File: src/rtl/bolme_denetleyici.sv
// Divider issue controller: resolves RISC-V special cases, sequences the divider, optional one-entry cache (BOLME_ONBELLEK_EN).
// Latency: special case / cache hit 1 cycle after accept; otherwise 1 cycle after the divider done pulse (watchdog ZAMAN_ASIMI).
// Backpressure: istek_hazir_o only in idle; result held stable in SONUC until sonuc_hazir_i, flush drops it.
module bolme_denetleyici #(
    parameter int ZAMAN_ASIMI = 64
) (
    input  logic        clk_i,
    input  logic        rst_ni,
    input  logic        istek_gecerli_i,
    output logic        istek_hazir_o,
    input  logic [1:0]  islem_i,
    input  logic [31:0] bolunen_i,
    input  logic [31:0] bolen_i,
    input  logic [4:0]  hedef_i,
    input  logic        iptal_i,
    output logic        sonuc_gecerli_o,
    input  logic        sonuc_hazir_i,
    output logic [31:0] sonuc_o,
    output logic [4:0]  sonuc_hedef_o,
    output logic        sonuc_hata_o,
    output logic        bolme_basla_o,
    output logic [1:0]  bolme_islem_o,
    output logic [31:0] bolme_bolunen_o,
    output logic [31:0] bolme_bolen_o,
    input  logic [31:0] bolme_sonuc_i,
    input  logic        bolme_bitti_i
);

    typedef enum logic [1:0] {BOS, BOLUYOR, IPTAL, SONUC} durum_t;

    localparam int SW = $clog2(ZAMAN_ASIMI + 1);
    localparam logic [SW-1:0] SAYAC_SON = SW'(ZAMAN_ASIMI - 1);

    durum_t      durum;
    logic [1:0]  islem_q;
    logic [31:0] bolunen_q;
    logic [31:0] bolen_q;
    logic [4:0]  hedef_q;
    logic [31:0] sonuc_q;
    logic        hata_q;
    logic        gecerli_q;
    logic        basla_q;
    logic [SW-1:0] sayac;

    logic        kabul;
    logic        sifira_bolme;
    logic        tasma;
    logic        ozel;
    logic [31:0] ozel_sonuc;
    logic        zaman_doldu;
    logic        onb_isabet;
    logic [31:0] onb_sonuc_q;

    assign istek_hazir_o = (durum == BOS) && !iptal_i;
    assign kabul         = istek_gecerli_i && istek_hazir_o;
    assign sifira_bolme  = (bolen_i == 32'h0);
    // Signed overflow only exists for DIV/REM (islem_i[1] set).
    assign tasma         = islem_i[1] && (bolunen_i == 32'h8000_0000) && (bolen_i == 32'hFFFF_FFFF);
    assign ozel          = sifira_bolme || tasma;
    assign zaman_doldu   = (sayac == SAYAC_SON);

    always_comb begin
        ozel_sonuc = 32'h0;
        if (sifira_bolme)
            ozel_sonuc = islem_i[0] ? bolunen_i : 32'hFFFF_FFFF;
        else if (tasma)
            ozel_sonuc = islem_i[0] ? 32'h0 : 32'h8000_0000;
    end

`ifdef BOLME_ONBELLEK_EN
    logic        onb_gecerli;
    logic [1:0]  onb_islem;
    logic [31:0] onb_bolunen;
    logic [31:0] onb_bolen;

    assign onb_isabet = onb_gecerli && (onb_islem == islem_i) &&
                        (onb_bolunen == bolunen_i) && (onb_bolen == bolen_i);

    always_ff @(posedge clk_i or negedge rst_ni) begin
        if (!rst_ni) begin
            onb_gecerli <= 1'b0;
            onb_islem   <= 2'b0;
            onb_bolunen <= 32'h0;
            onb_bolen   <= 32'h0;
            onb_sonuc_q <= 32'h0;
        end else if ((durum == BOLUYOR || durum == IPTAL) && !bolme_bitti_i && zaman_doldu) begin
            onb_gecerli <= 1'b0;
        end else if (durum == BOLUYOR && bolme_bitti_i && !iptal_i) begin
            onb_gecerli <= 1'b1;
            onb_islem   <= islem_q;
            onb_bolunen <= bolunen_q;
            onb_bolen   <= bolen_q;
            onb_sonuc_q <= bolme_sonuc_i;
        end
    end
`else
    assign onb_isabet  = 1'b0;
    assign onb_sonuc_q = 32'h0;
`endif

    always_ff @(posedge clk_i or negedge rst_ni) begin
        if (!rst_ni) begin
            durum     <= BOS;
            islem_q   <= 2'b0;
            bolunen_q <= 32'h0;
            bolen_q   <= 32'h0;
            hedef_q   <= 5'h0;
            sonuc_q   <= 32'h0;
            hata_q    <= 1'b0;
            gecerli_q <= 1'b0;
            basla_q   <= 1'b0;
            sayac     <= '0;
        end else begin
            basla_q <= 1'b0;
            case (durum)
                BOS: begin
                    if (kabul) begin
                        islem_q   <= islem_i;
                        bolunen_q <= bolunen_i;
                        bolen_q   <= bolen_i;
                        hedef_q   <= hedef_i;
                        hata_q    <= 1'b0;
                        if (ozel) begin
                            sonuc_q   <= ozel_sonuc;
                            gecerli_q <= 1'b1;
                            durum     <= SONUC;
                        end else if (onb_isabet) begin
                            sonuc_q   <= onb_sonuc_q;
                            gecerli_q <= 1'b1;
                            durum     <= SONUC;
                        end else begin
                            basla_q <= 1'b1;
                            sayac   <= '0;
                            durum   <= BOLUYOR;
                        end
                    end
                end
                BOLUYOR: begin
                    if (iptal_i) begin
                        // The divider keeps running; drain it unless it is already finished.
                        durum <= (bolme_bitti_i || zaman_doldu) ? BOS : IPTAL;
                        sayac <= sayac + SW'(1);
                    end else if (bolme_bitti_i) begin
                        sonuc_q   <= bolme_sonuc_i;
                        gecerli_q <= 1'b1;
                        durum     <= SONUC;
                    end else if (zaman_doldu) begin
                        sonuc_q   <= 32'h0;
                        hata_q    <= 1'b1;
                        gecerli_q <= 1'b1;
                        durum     <= SONUC;
                    end else begin
                        sayac <= sayac + SW'(1);
                    end
                end
                IPTAL: begin
                    if (bolme_bitti_i || zaman_doldu)
                        durum <= BOS;
                    else
                        sayac <= sayac + SW'(1);
                end
                SONUC: begin
                    if (iptal_i || sonuc_hazir_i) begin
                        gecerli_q <= 1'b0;
                        durum     <= BOS;
                    end
                end
                default: durum <= BOS;
            endcase
        end
    end

    assign sonuc_gecerli_o = gecerli_q;
    assign sonuc_o         = sonuc_q;
    assign sonuc_hedef_o   = hedef_q;
    assign sonuc_hata_o    = hata_q;
    assign bolme_basla_o   = basla_q;
    assign bolme_islem_o   = islem_q;
    assign bolme_bolunen_o = bolunen_q;
    assign bolme_bolen_o   = bolen_q;

endmodule

File: config.mk
export PLATFORM = sky130hd
export DESIGN_NAME = bolme_denetleyici
export DESIGN_NICKNAME = d
export VERILOG_FILES = /design/src/rtl/bolme_denetleyici.sv
export SDC_FILE = /design/constraint.sdc
export NUM_CORES = 1
export LEC_CHECK = 0
export BUFFER_PORTS_ARGS = -buffer_cell sky130_fd_sc_hd__buf_4
export CORE_MARGIN = 3
export CORE_UTILIZATION = 28
export CTS_BUF_LIST = sky130_fd_sc_hd__clkbuf_8
export CTS_CLUSTER_DIAMETER = 100
export DETAILED_ROUTE_END_ITERATION = 8
export SLEW_MARGIN = 20
export SYNTH_ARGS = -nofsm -noshare
export SYNTH_HDL_FRONTEND = slang
export SYNTH_SLANG_ARGS = --single-unit
File: constraint.sdc
create_clock -name clk_i -period 2.5 [get_ports clk_i]
set_clock_uncertainty 0.05 [all_clocks]
set_input_delay 0.375 -clock clk_i [delete_from_list [all_inputs] [get_ports clk_i]]
set_output_delay 0.375 -clock clk_i [all_outputs]
set_load 0.1 [all_outputs]
# ---- Word-level counts from Yosys, hierarchy flattened
# Index checks and enable logic that the tools add are counted.
dict set report classes {
  n_reduce_logical 19
  eq_ne 19
  add_sub_neg 1
  n_mux 40
}
# cell count
set op_table {}
lappend op_table {{$mux W32} 9}
lappend op_table {{$eq A32 B32 Y1 const B} 2}
lappend op_table {{$pmux W32 S2} 1}
lappend op_table {{$mux W7} 6}
lappend op_table {{$logic_not A32 Y1} 1}
lappend op_table {{$pmux W7 S3} 1}
lappend op_table {{$ne A2 B2 Y1 const B} 9}
lappend op_table {{$mux W2} 8}
lappend op_table {{$mux W1} 12}
lappend op_table {{$reduce_and A6 Y1} 2}
lappend op_table {{$reduce_and A5 Y1} 2}
lappend op_table {{$ne A3 B3 Y1 const B} 3}
lappend op_table {{$pmux W2 S4} 1}
lappend op_table {{$add A7 B1 Y7 const B} 1}
lappend op_table {{$eq A7 B6 Y1 const B} 1}
lappend op_table {{$reduce_bool A3 Y1} 2}
lappend op_table {{$eq A2 B2 Y1 const B} 2}
lappend op_table {{$logic_and A1 B1 Y1} 4}
lappend op_table {{$ne A4 B4 Y1 const B} 1}
lappend op_table {{$reduce_and A4 Y1} 1}
lappend op_table {{$logic_or A1 B1 Y1} 3}
lappend op_table {{$pmux W1 S3} 1}
lappend op_table {{$eq A2 B1 Y1 const B} 1}
lappend op_table {{$logic_not A2 Y1} 1}
lappend op_table {{other kinds (4)} 4}
dict set report word_totals {
  word_cells 89
  in_bits 109
  reg_bits 115
  out_inout_bits 107
}

# ---- Longest topological paths before layout
# Gate-level depths: netlist of the first run.
dict set report logic_depth {
  word_depth 8
  mapped_depth 9
  depth_no_buf 8
}

# ---- Worst setup path before layout of the first run
# No wires, ideal clock.
dict set report synth_timing {
  path_type {reg-to-output}
  start {reg durum[0]}
  end {out istek_hazir_o}
  slack_ns -0.221
  path_buffers 1
  stages_incl_launch_ff 6
  t_required_ns 2.075
  t_arrival_ns 2.296
  path_cell_list {dfrtp_1 inv_1 ha_1 clkbuf_1 inv_1 nor2_1}
}
dict set report synth_via {
  elab_chain_cells 2
}
# element line
set synth_lines {}
lappend synth_lines {{start: declaration} 34} ;# durum_t durum;
lappend synth_lines {{start signal: assignment} 141} ;# durum <= (bolme_bitti_i || zaman_doldu) ? BOS : IPTAL;
lappend synth_lines {{$logic_not A2 Y1} 54} ;# assign istek_hazir_o = (durum == BOS) && !iptal_i;
lappend synth_lines {{$logic_and A1 B1 Y1} 54}
lappend synth_lines {{end: declaration} 10} ;# output logic istek_hazir_o,
# Every way passes these cells.

# ---- Worst setup path after layout of the first run
dict set report layout_timing {
  start {in bolen_i[16]}
  end {reg sonuc_q[1] (netlist: sonuc_o[1])}
}
dict set report layout_via {
  elab_chain_cells 7
  word_cells_on_any_way 11
  classes_between {eq/ne: 2; mux: 5; reduce/logical: 4}
}
# element line
set layout_lines {}
lappend layout_lines {{start: declaration} 13} ;# input logic [31:0] bolen_i,
lappend layout_lines {{$eq A32 B32 Y1} 58} ;# assign tasma = islem_i[1] && (bolunen_i == 32'h8000_0000) && (bolen_i == 32'hFFFF_FFFF);
lappend layout_lines {{$logic_and A1 B1 Y1} 58}
lappend layout_lines {{$mux W32} 66} ;# else if (tasma)
lappend layout_lines {{$mux W32} 64} ;# if (sifira_bolme)
lappend layout_lines {{$mux W32} 123} ;# if (ozel) begin
lappend layout_lines {{$mux W32} 117} ;# if (kabul) begin
lappend layout_lines {{$pmux W32 S2} 115} ;# case (durum)
lappend layout_lines {{end signal: assignment} 124} ;# sonuc_q <= ozel_sonuc;
lappend layout_lines {{end signal: assignment} 128} ;# sonuc_q <= onb_sonuc_q;
lappend layout_lines {{end signal: assignment} 144} ;# sonuc_q <= bolme_sonuc_i;
lappend layout_lines {{end: declaration} 39} ;# logic [31:0] sonuc_q;
# Several ways; a longest one is shown, not always the timed one. The select of a mux whose other input is x is not followed.
# A chain may end at the register's enable or synchronous reset.

==> results.md, run 1 <==
- The mean post-synth cell area is 13.12 um^2.
- Yosys mapped a number of flops with a built-in enable equal to 0.
- The area enclosed by the die boundary is 21390 um^2.
- Counting flops with an async set or reset pin after synthesis yields a share of 100.0%.
- The number of levels the H-tree was split into is 4.
- Dividing the detail-routed via count by the number of cells gives 4.698.
- The number of clock sinks seen by CTS is 115.
- Yosys attributes the largest share of cell area to sky130_fd_sc_hd__dfrtp_1 (52%), sky130_fd_sc_hd__mux2_2 (15%), sky130_fd_sc_hd__mux2_4 (8.2%).
- Sequential cells were found to cover 52.24% of the synthesized design area.
- The count of buffers added by post-CTS timing repair for setup is 0.
- Setup repair after global routing left no endpoint under its margin.
- The worst register-to-register path ends at sonuc_o[1].
- Clock-pin slew was measured on the worst setup and hold paths at 0.07 ns.
- The area growth from synthesis to layout is 48.31%.
- The required time at the endpoint of the critical path is 2.76 ns.
- The number of cells traversed by the worst register-to-register path is 6.
- The post-route non-filler standard cell count is 947.
- The register-to-register path setup slack is 0.22 ns.
- The layout cell share with drive strength beyond 1 is 57.93%.
- The min-delay analysis places its worst path in the category in -> reg.
- In this run, synthesis produced a sequential element count of 115.
- The Yosys step of the flow raised 0 warnings.
- The number of DRC markers after the initial detailed-route iteration is 147.
- The commonest cells after synthesis are sky130_fd_sc_hd__dfrtp_1 (115), sky130_fd_sc_hd__mux2_2 (73), sky130_fd_sc_hd__nand2b_1 (34), sky130_fd_sc_hd__a22o_1 (31), sky130_fd_sc_hd__mux2_4 (30).
- The maximum clock insertion buffer count is 2.
- The critical path is of the in -> reg type.
- Across all hold checks on the routed design, the worst slack comes to 0.1301 ns.
- The upper clock frequency limit is 437.0 MHz.
- The I/O pin total is 216.
- The first global-routing pass estimated 26.65 mm of wire.
- After synthesis, the largest area contributor takes up 52.24% of total cell area.
- The flow ran to the end, and the final reports show no timing, DRC or antenna violations.
- The worst path uses 91.53% of the clock period.
- In the synthesized netlist the dominant register cell turns out to be sky130_fd_sc_hd__dfrtp_1.
- The worst setup path is launched from an input port.
- The count of unresolved DRC violations after routing is 0.
- After detailed placement, the design holds a cell count of 914.
- After detailed routing, the average wire length per cell comes to 17.92 um.
- Together, buffers and inverters on the worst path number 3.
- The number of endpoints failing setup at the final stage is 0.
- Counting every instance in the synthesized netlist gives 420.
- The longest individual stage delay on the worst path is 0.41 ns.
- Clock tree synthesis inserted a total of 17 buffers.
- The count of maximum capacitance violations is 0.
- The cell chosen for the clock root is sky130_fd_sc_hd__clkbuf_8.
- The number of nets with antenna violations after routing is 0.
- The detailed-route via count is 4449.
- The transition time of the tightest slew-check pin is 0.5356 ns.
- The number of inserted filler cells in the final layout is 1841.
- The later pin in the worst-skew pair is clocked with a latency of 0.42 ns.
- The number of distinct library cells after synthesis is 43.
- Measured along the y axis, the die boundary spans 146.3 um.
- The placed wire-length estimate after detailed placement is 13.04 mm.
- The number of global-route vias before repair is 4744.
- The initial antenna violation count is 1.
- The final estimated routing congestion in global placement is 0.7812.
- For this run, the detailed router's first-pass iteration total came to 4.
- The time the final worst path needs with I/O delays and setup is 2.288 ns.
- In this run the horizontal extent of the chip is 146.3 um.
- The timing startpoint of the critical path is bolen_i[16].
- The headroom to the max-slew limit is 64.29%.
- The post-placement cell area is 7720 um^2.
- The mapped netlist covers 5509 um^2.
- The overall routed net length is 16.97 mm.
- The standard cell with the maximum stage delay on the critical path is sky130_fd_sc_hd__or3_1.
- The critical path ends at sonuc_o[1].
- For this run, the post-layout net count is 789.
- In this run the standard cell core region covers 19020 um^2.
- The number of slew-limit violations in the final report is 0.
- The critical path capture point type is a flip-flop.
- The dominant cell type by count on the critical path is sky130_fd_sc_hd__buf_4.
- The number of nets handed over by synthesis was 535.
- The number of I/O port buffers is 215.
- The total count of hold-check failures in the final report came to 0.
- After global routing the overflow that remains totals 0.
- Yosys instantiated no cell more often than sky130_fd_sc_hd__dfrtp_1.
- The biggest area contributor in the post-synthesis netlist is sky130_fd_sc_hd__dfrtp_1.
- For this configuration, the core starts out at a cell density of 28.97%.
- The number of inserted diodes is 0.
- The critical path goes through buf_4 -> nand4_1 -> or3_1 -> nor4_2 -> buf_4 -> a211oi_2 -> a2111oi_4 -> buf_12 -> mux2_2.
- TritonCTS built the clock tree.
- After routing the design area is 8170 um^2.
- The arrival time at the worst endpoint is 2.55 ns.
- The critical path runs through a total of 9 cells.
- The largest net degree at the start of global routing is 66.
- Global routing used 15.87% of the available tracks across all layers.
- The startpoint of the worst register-to-register path is durum[1].
- The cell family with the largest share of critical-path delay is simple AND/OR/NAND/NOR gates.
- Of all nets on the critical path, the largest fanout is 32.
- The site row count is 50.
[flip-flops by register name, summed over array words and instances (netlist names)]
signal	cells
bolme_bolunen_o	32
sonuc_gecerli_o	1
bolme_islem_o	2
bolme_basla_o	1
sonuc_o	32
sonuc_hata_o	1
sayac	7
sonuc_hedef_o	5
durum	2
bolme_bolen_o	32
[worst min path at each step]
| stage | to | slack (ns) | from | cells past startpoint |
|---|---|---|---|---|
| 6_report | sonuc_hedef_o[4] | 0.13 | hedef_i[4] | 2 |
| 5_1_grt | sonuc_hedef_o[2] | 0.09 | hedef_i[2] | 2 |
| 4_1_cts | sonuc_hedef_o[2] | 0.09 | hedef_i[2] | 2 |
| 3_5_place_dp | sonuc_o[3] | 0.33 | rst_ni | 1 |
| 3_3_place_gp | sonuc_o[3] | 0.32 | rst_ni | 1 |
| 2_1_floorplan | bolme_basla_o | 0.03 | rst_ni | 0 |
[layout by cell type, fill, tap and decap left out, types with 3 or more instances in the layout]
cell type,netlist,final
sky130_fd_sc_hd__nor2_1,9,8
sky130_fd_sc_hd__nand3_1,3,3
sky130_fd_sc_hd__nand2_1,14,14
sky130_fd_sc_hd__mux2_4,30,30
sky130_fd_sc_hd__o21ai_0,4,4
sky130_fd_sc_hd__o22ai_1,3,3
sky130_fd_sc_hd__inv_1,11,14
sky130_fd_sc_hd__nand4_1,7,7
sky130_fd_sc_hd__o211ai_1,3,3
sky130_fd_sc_hd__clkbuf_8,0,20
sky130_fd_sc_hd__mux2_2,73,73
sky130_fd_sc_hd__nand2b_1,34,34
sky130_fd_sc_hd__dfrtp_1,115,115
sky130_fd_sc_hd__bufinv_16,0,4
sky130_fd_sc_hd__nor4_1,12,12
sky130_fd_sc_hd__mux2i_1,4,4
sky130_fd_sc_hd__a22o_1,31,31
sky130_fd_sc_hd__ha_1,6,5
sky130_fd_sc_hd__buf_4,0,252
sky130_fd_sc_hd__clkinv_2,0,3
sky130_fd_sc_hd__buf_12,0,5
sky130_fd_sc_hd__a21oi_1,7,7
[metrics by stage]
step	setup TNS, ns	util, %	setup slack, ns
2_1_floorplan	0	-	0.03727
4_1_cts	0	42.95	0.08964
6_report	0	42.96	0.2117
3_3_place_gp	-8.182	40.59	-0.2816
3_5_place_dp	-9.072	40.59	-0.3076
5_1_grt	0	42.96	0.07382
[area by class of cell]
type / count / area [um^2] / share of cell area (%)
Tap cell: 260 / 325.3 / 3.982
Multi-Input combinational cell: 271 / 2486 / 30.43
Sequential cell: 115 / 2878 / 35.22
Inverter: 11 / 41.29 / 0.5054
Timing Repair Buffer: 258 / 2002 / 24.50
Clock buffer: 20 / 275.3 / 3.369
Clock inverter: 12 / 162.7 / 1.991
[layer usage]
metal | share of wire, % | global-route usage (%)
met4 | 1.9 | 4.421
met5 | 0 | 0
met2 | 48 | 25.63
met3 | 7.6 | 5.990
met1 | 43 | 19.99
[kinds of logic after synthesis]
group / count (synthesis) / synth area share, %
flops: 115 / 52.24
mux: 107 / 23.82
simple gates: 97 / 10.77
compound gates: 61 / 9.085
buf+inv: 34 / 2.725
fa+ha+maj: 6 / 1.363
[timing repair]
item | in CTS | in global routing
hold buffers | 1 | 0
hold endpoints to repair | 33 | 0
gates resized for setup | 0 | 1
setup endpoints to repair | 0 | 1
[worst reg2reg max path, stage by stage (launching register included)]
cell and delay, ns:
sky130_fd_sc_hd__dfrtp_1 0.43, sky130_fd_sc_hd__inv_1 0.11, sky130_fd_sc_hd__ha_1 0.34, sky130_fd_sc_hd__mux2i_1 0.21, sky130_fd_sc_hd__a2111oi_4 0.37, sky130_fd_sc_hd__buf_12 0.30, sky130_fd_sc_hd__mux2_2 0.37
Power of run 1 is not shown: default switching activity piles up to over one toggle a cycle in this logic, so the estimate is an artifact.
==> run 2: changes to the inputs <==
--- a/config.mk
+++ b/config.mk
@@ -11,6 +11,7 @@
 export CTS_BUF_LIST = sky130_fd_sc_hd__clkbuf_8
 export CTS_CLUSTER_DIAMETER = 100
 export DETAILED_ROUTE_END_ITERATION = 8
+export SETUP_SLACK_MARGIN = 0.4
 export SLEW_MARGIN = 20
 export SYNTH_ARGS = -nofsm -noshare
 export SYNTH_HDL_FRONTEND = slang
==> run 2 against run 1 <==
Compared with the run above: routed wire length rose by 8.0%; sequential cell count unchanged; final area rose by 4.0%; non-clock buffer count up 18; fmax is 5.3% higher; critical path depth increased by 1; worst hold slack lost 0.013 ns; setup slack better by 0.11 ns; utilization increased by 1.7 points; count of clock-buffer cells in the layout shrank 1; register-to-register slack improved by 0.15 ns; largest cell class unchanged; highest routed layer unchanged.
==> results.md, run 2 (synthesis gave the netlist of run 1 again) <==
- Walking the worst path, the cells encountered are buf_4 -> nand4_1 -> or4_4 -> nor3_4 -> a211oi_2 -> a2111oi_4 -> buf_4 -> buf_8 -> buf_12 -> mux2_4.
- The aggregate global routing overflow was 0 (unchanged).
- By startpoint and endpoint, the worst setup path is classified as in -> reg.
- The total count of hold-check failures in the final report came to 0 (unchanged).
- The number of global-route vias before repair came to 5032 (+6.1%).
- The headroom to the max-slew limit is 69.60% (+5.3 points).
- The total global-route track usage is 16.98% (+1.1 points).
- The post-route clock period utilization was 86.94% (-4.6 points).
- The die extent in x is 146.3 um (unchanged).
- The final estimated routing congestion in global placement is 0.8397 (+7.5%).
- The largest net degree at the start of global routing is 56 (-15%).
- The worst hold path belongs to the class in -> reg.
- The I/O pin total is 216 (unchanged).
- The startpoint identified for the worst hold timing path is hedef_i[4].
- The count of maximum capacitance violations is 0 (unchanged).
- The net total in the final layout came to 807 (+2.3%).
- The initial antenna violation count is 0 (-1).
- The required time at the endpoint of the critical path is 2.76 ns (about the same).
- STA classifies the critical path endpoint as a flip-flop.
- The startpoint of the worst register-to-register path is sayac[0].
- The arrival time at the worst endpoint is 2.44 ns (-0.11 ns).
- The dominant cell type by count on the critical path is sky130_fd_sc_hd__buf_4.
- The upper clock frequency limit came to 460.1 MHz (+5.3%).
- The number of I/O port buffers is 215 (unchanged).
- The most frequent standard cell in the layout excluding fill and tap cells is sky130_fd_sc_hd__buf_4.
- The number of DRC markers after the initial detailed-route iteration is 239 (+63%).
- The number of nets with antenna violations after routing is 0 (unchanged).
- The detailed-route via count is 4571 (+2.7%).
- The number of clock sinks seen by CTS is 115 (unchanged).
- Setup repair after global routing could not meet its margin everywhere.
- In the layout the commonest cells are sky130_fd_sc_hd__buf_4 (257), sky130_fd_sc_hd__dfrtp_1 (114), sky130_fd_sc_hd__mux2_2 (71).
- The cell chosen for the clock root is sky130_fd_sc_hd__clkbuf_8.
- The area enclosed by the die boundary was 21390 um^2 (unchanged).
- The overall die height came to 146.3 um (unchanged).
- The routed length per instance was 19.01 um (+6.1%).
- The post-placement cell area is 7724 um^2 (about the same).
- The number of inserted diodes was 0 (unchanged).
- The total CTS buffers came to 17 (unchanged).
- The area of all placed cells without fillers is 8499 um^2 (+4.0%).
- The placed wire-length estimate after detailed placement is 13.76 mm (+5.5%).
- The run finished with clean final reports.
- The worst hold-check slack was 0.1173 ns (-0.01282 ns).
- The site row count is 50 (unchanged).
- The buffer and inverter count on the worst path was 4 (+1).
- The standard cell with the maximum stage delay on the critical path is sky130_fd_sc_hd__or4_4.
- The overall routed net length is 18.32 mm (+8.0%).
- The post-synthesis to final-layout area growth is 54.28%.
- TritonCTS built the clock tree.
- STA classifies the critical path startpoint as an input port.
- The number of search-and-repair iterations in the first detailed-routing pass was 4 (unchanged).
- The longest individual stage delay on the worst path is 0.57 ns (+0.16 ns).
- The most critical setup path has its startpoint at bolen_i[12].
- The number of endpoints failing setup at the final stage is 0 (unchanged).
- The number of slew-limit violations in the final report was 0 (unchanged).
- The maximum clock insertion buffer count is 2 (unchanged).
- The time the final worst path needs with I/O delays and setup is 2.174 ns (-0.1147 ns).
- The transition time of the tightest slew-check pin is 0.4559 ns (-0.07964 ns).
- The clock-pin slew on the worst setup and hold paths was 0.07 ns (about the same).
- The detailed-route vias per instance is 4.742 (+0.93%).
- The number of levels the H-tree was split into is 4 (unchanged).
- The layout cell share with drive strength beyond 1 is 61.79% (+3.9 points).
- The global-route wire length before repair was 28.52 mm (+7.0%).
- The worst-skew pair later-pin latency is 0.43 ns (about the same).
- The area inside the core boundary is 19020 um^2 (unchanged).
- The maximum net fanout on the critical path is 7 (-78%).
- The starting utilization of the core area is 28.97% (unchanged).
- The count of unresolved DRC violations after routing is 0 (unchanged).
- The cell family with the largest share of critical-path delay is simple AND/OR/NAND/NOR gates.
[run 2: layer usage]
| layer | share of wire [%] | GRT usage, % | up-vias |
|---|---|---|---|
| met3 | 5.0 | 4.562 | 28 |
| met2 | 50 | 28.22 | 147 |
| met4 | 2.4 | 6.068 | 0 |
| li1 | - | - | 2090 |
| met5 | 0 | 0 | - |
| met1 | 43 | 21.34 | 2306 |
[run 2: final cells by class]
cell class | count | area (um^2)
fill | 1800 | 10520
sequential | 115 | 2879
clock buffer | 19 | 261.5
tap | 260 | 325.3
timing repair buffer | 276 | 2235
inverter | 11 | 41.29
multi-input combinational | 271 | 2618
clock inverter | 12 | 140.1
[run 2: path summary, 6_finish.rpt]
check,endpoint,slack (ns),cells after the start
max,sonuc_o[12],0.33,10
min in group asynchronous,bolme_bolen_o[13],0.37,2
min,sonuc_hedef_o[4],0.12,2
max in group asynchronous,sonuc_o[12],1.25,3
min reg2reg,sayac[6],0.46,1
max reg2reg,sonuc_o[12],0.37,9
[run 2: timing repair]
| item | in CTS | in global routing |
|---|---|---|
| pin swaps | 8 | 8 |
| cloned | 2 | 0 |
| resized for setup | 30 | 19 |
| buffers inserted | 8 | 7 |
| endpoints found under the setup margin | 38 | 39 |
| endpoints found under the hold margin | 30 | 0 |
| hold buffers | 1 | 0 |
[run 2: metrics by stage]
stage / utilization, % / std cells / setup WS [ns] / setup TNS (ns)
2_1_floorplan: - / 420 / 0.1625 / 0
3_3_place_gp: 40.61 / 915 / -0.3101 / -9.211
3_5_place_dp: 40.61 / 915 / -0.2794 / -7.299
4_1_cts: 43.99 / 957 / 0.3313 / 0
5_1_grt: 44.69 / 964 / 0.2840 / 0
6_report: 44.69 / 964 / 0.3264 / 0
Power of run 2 is left out for the same reason.
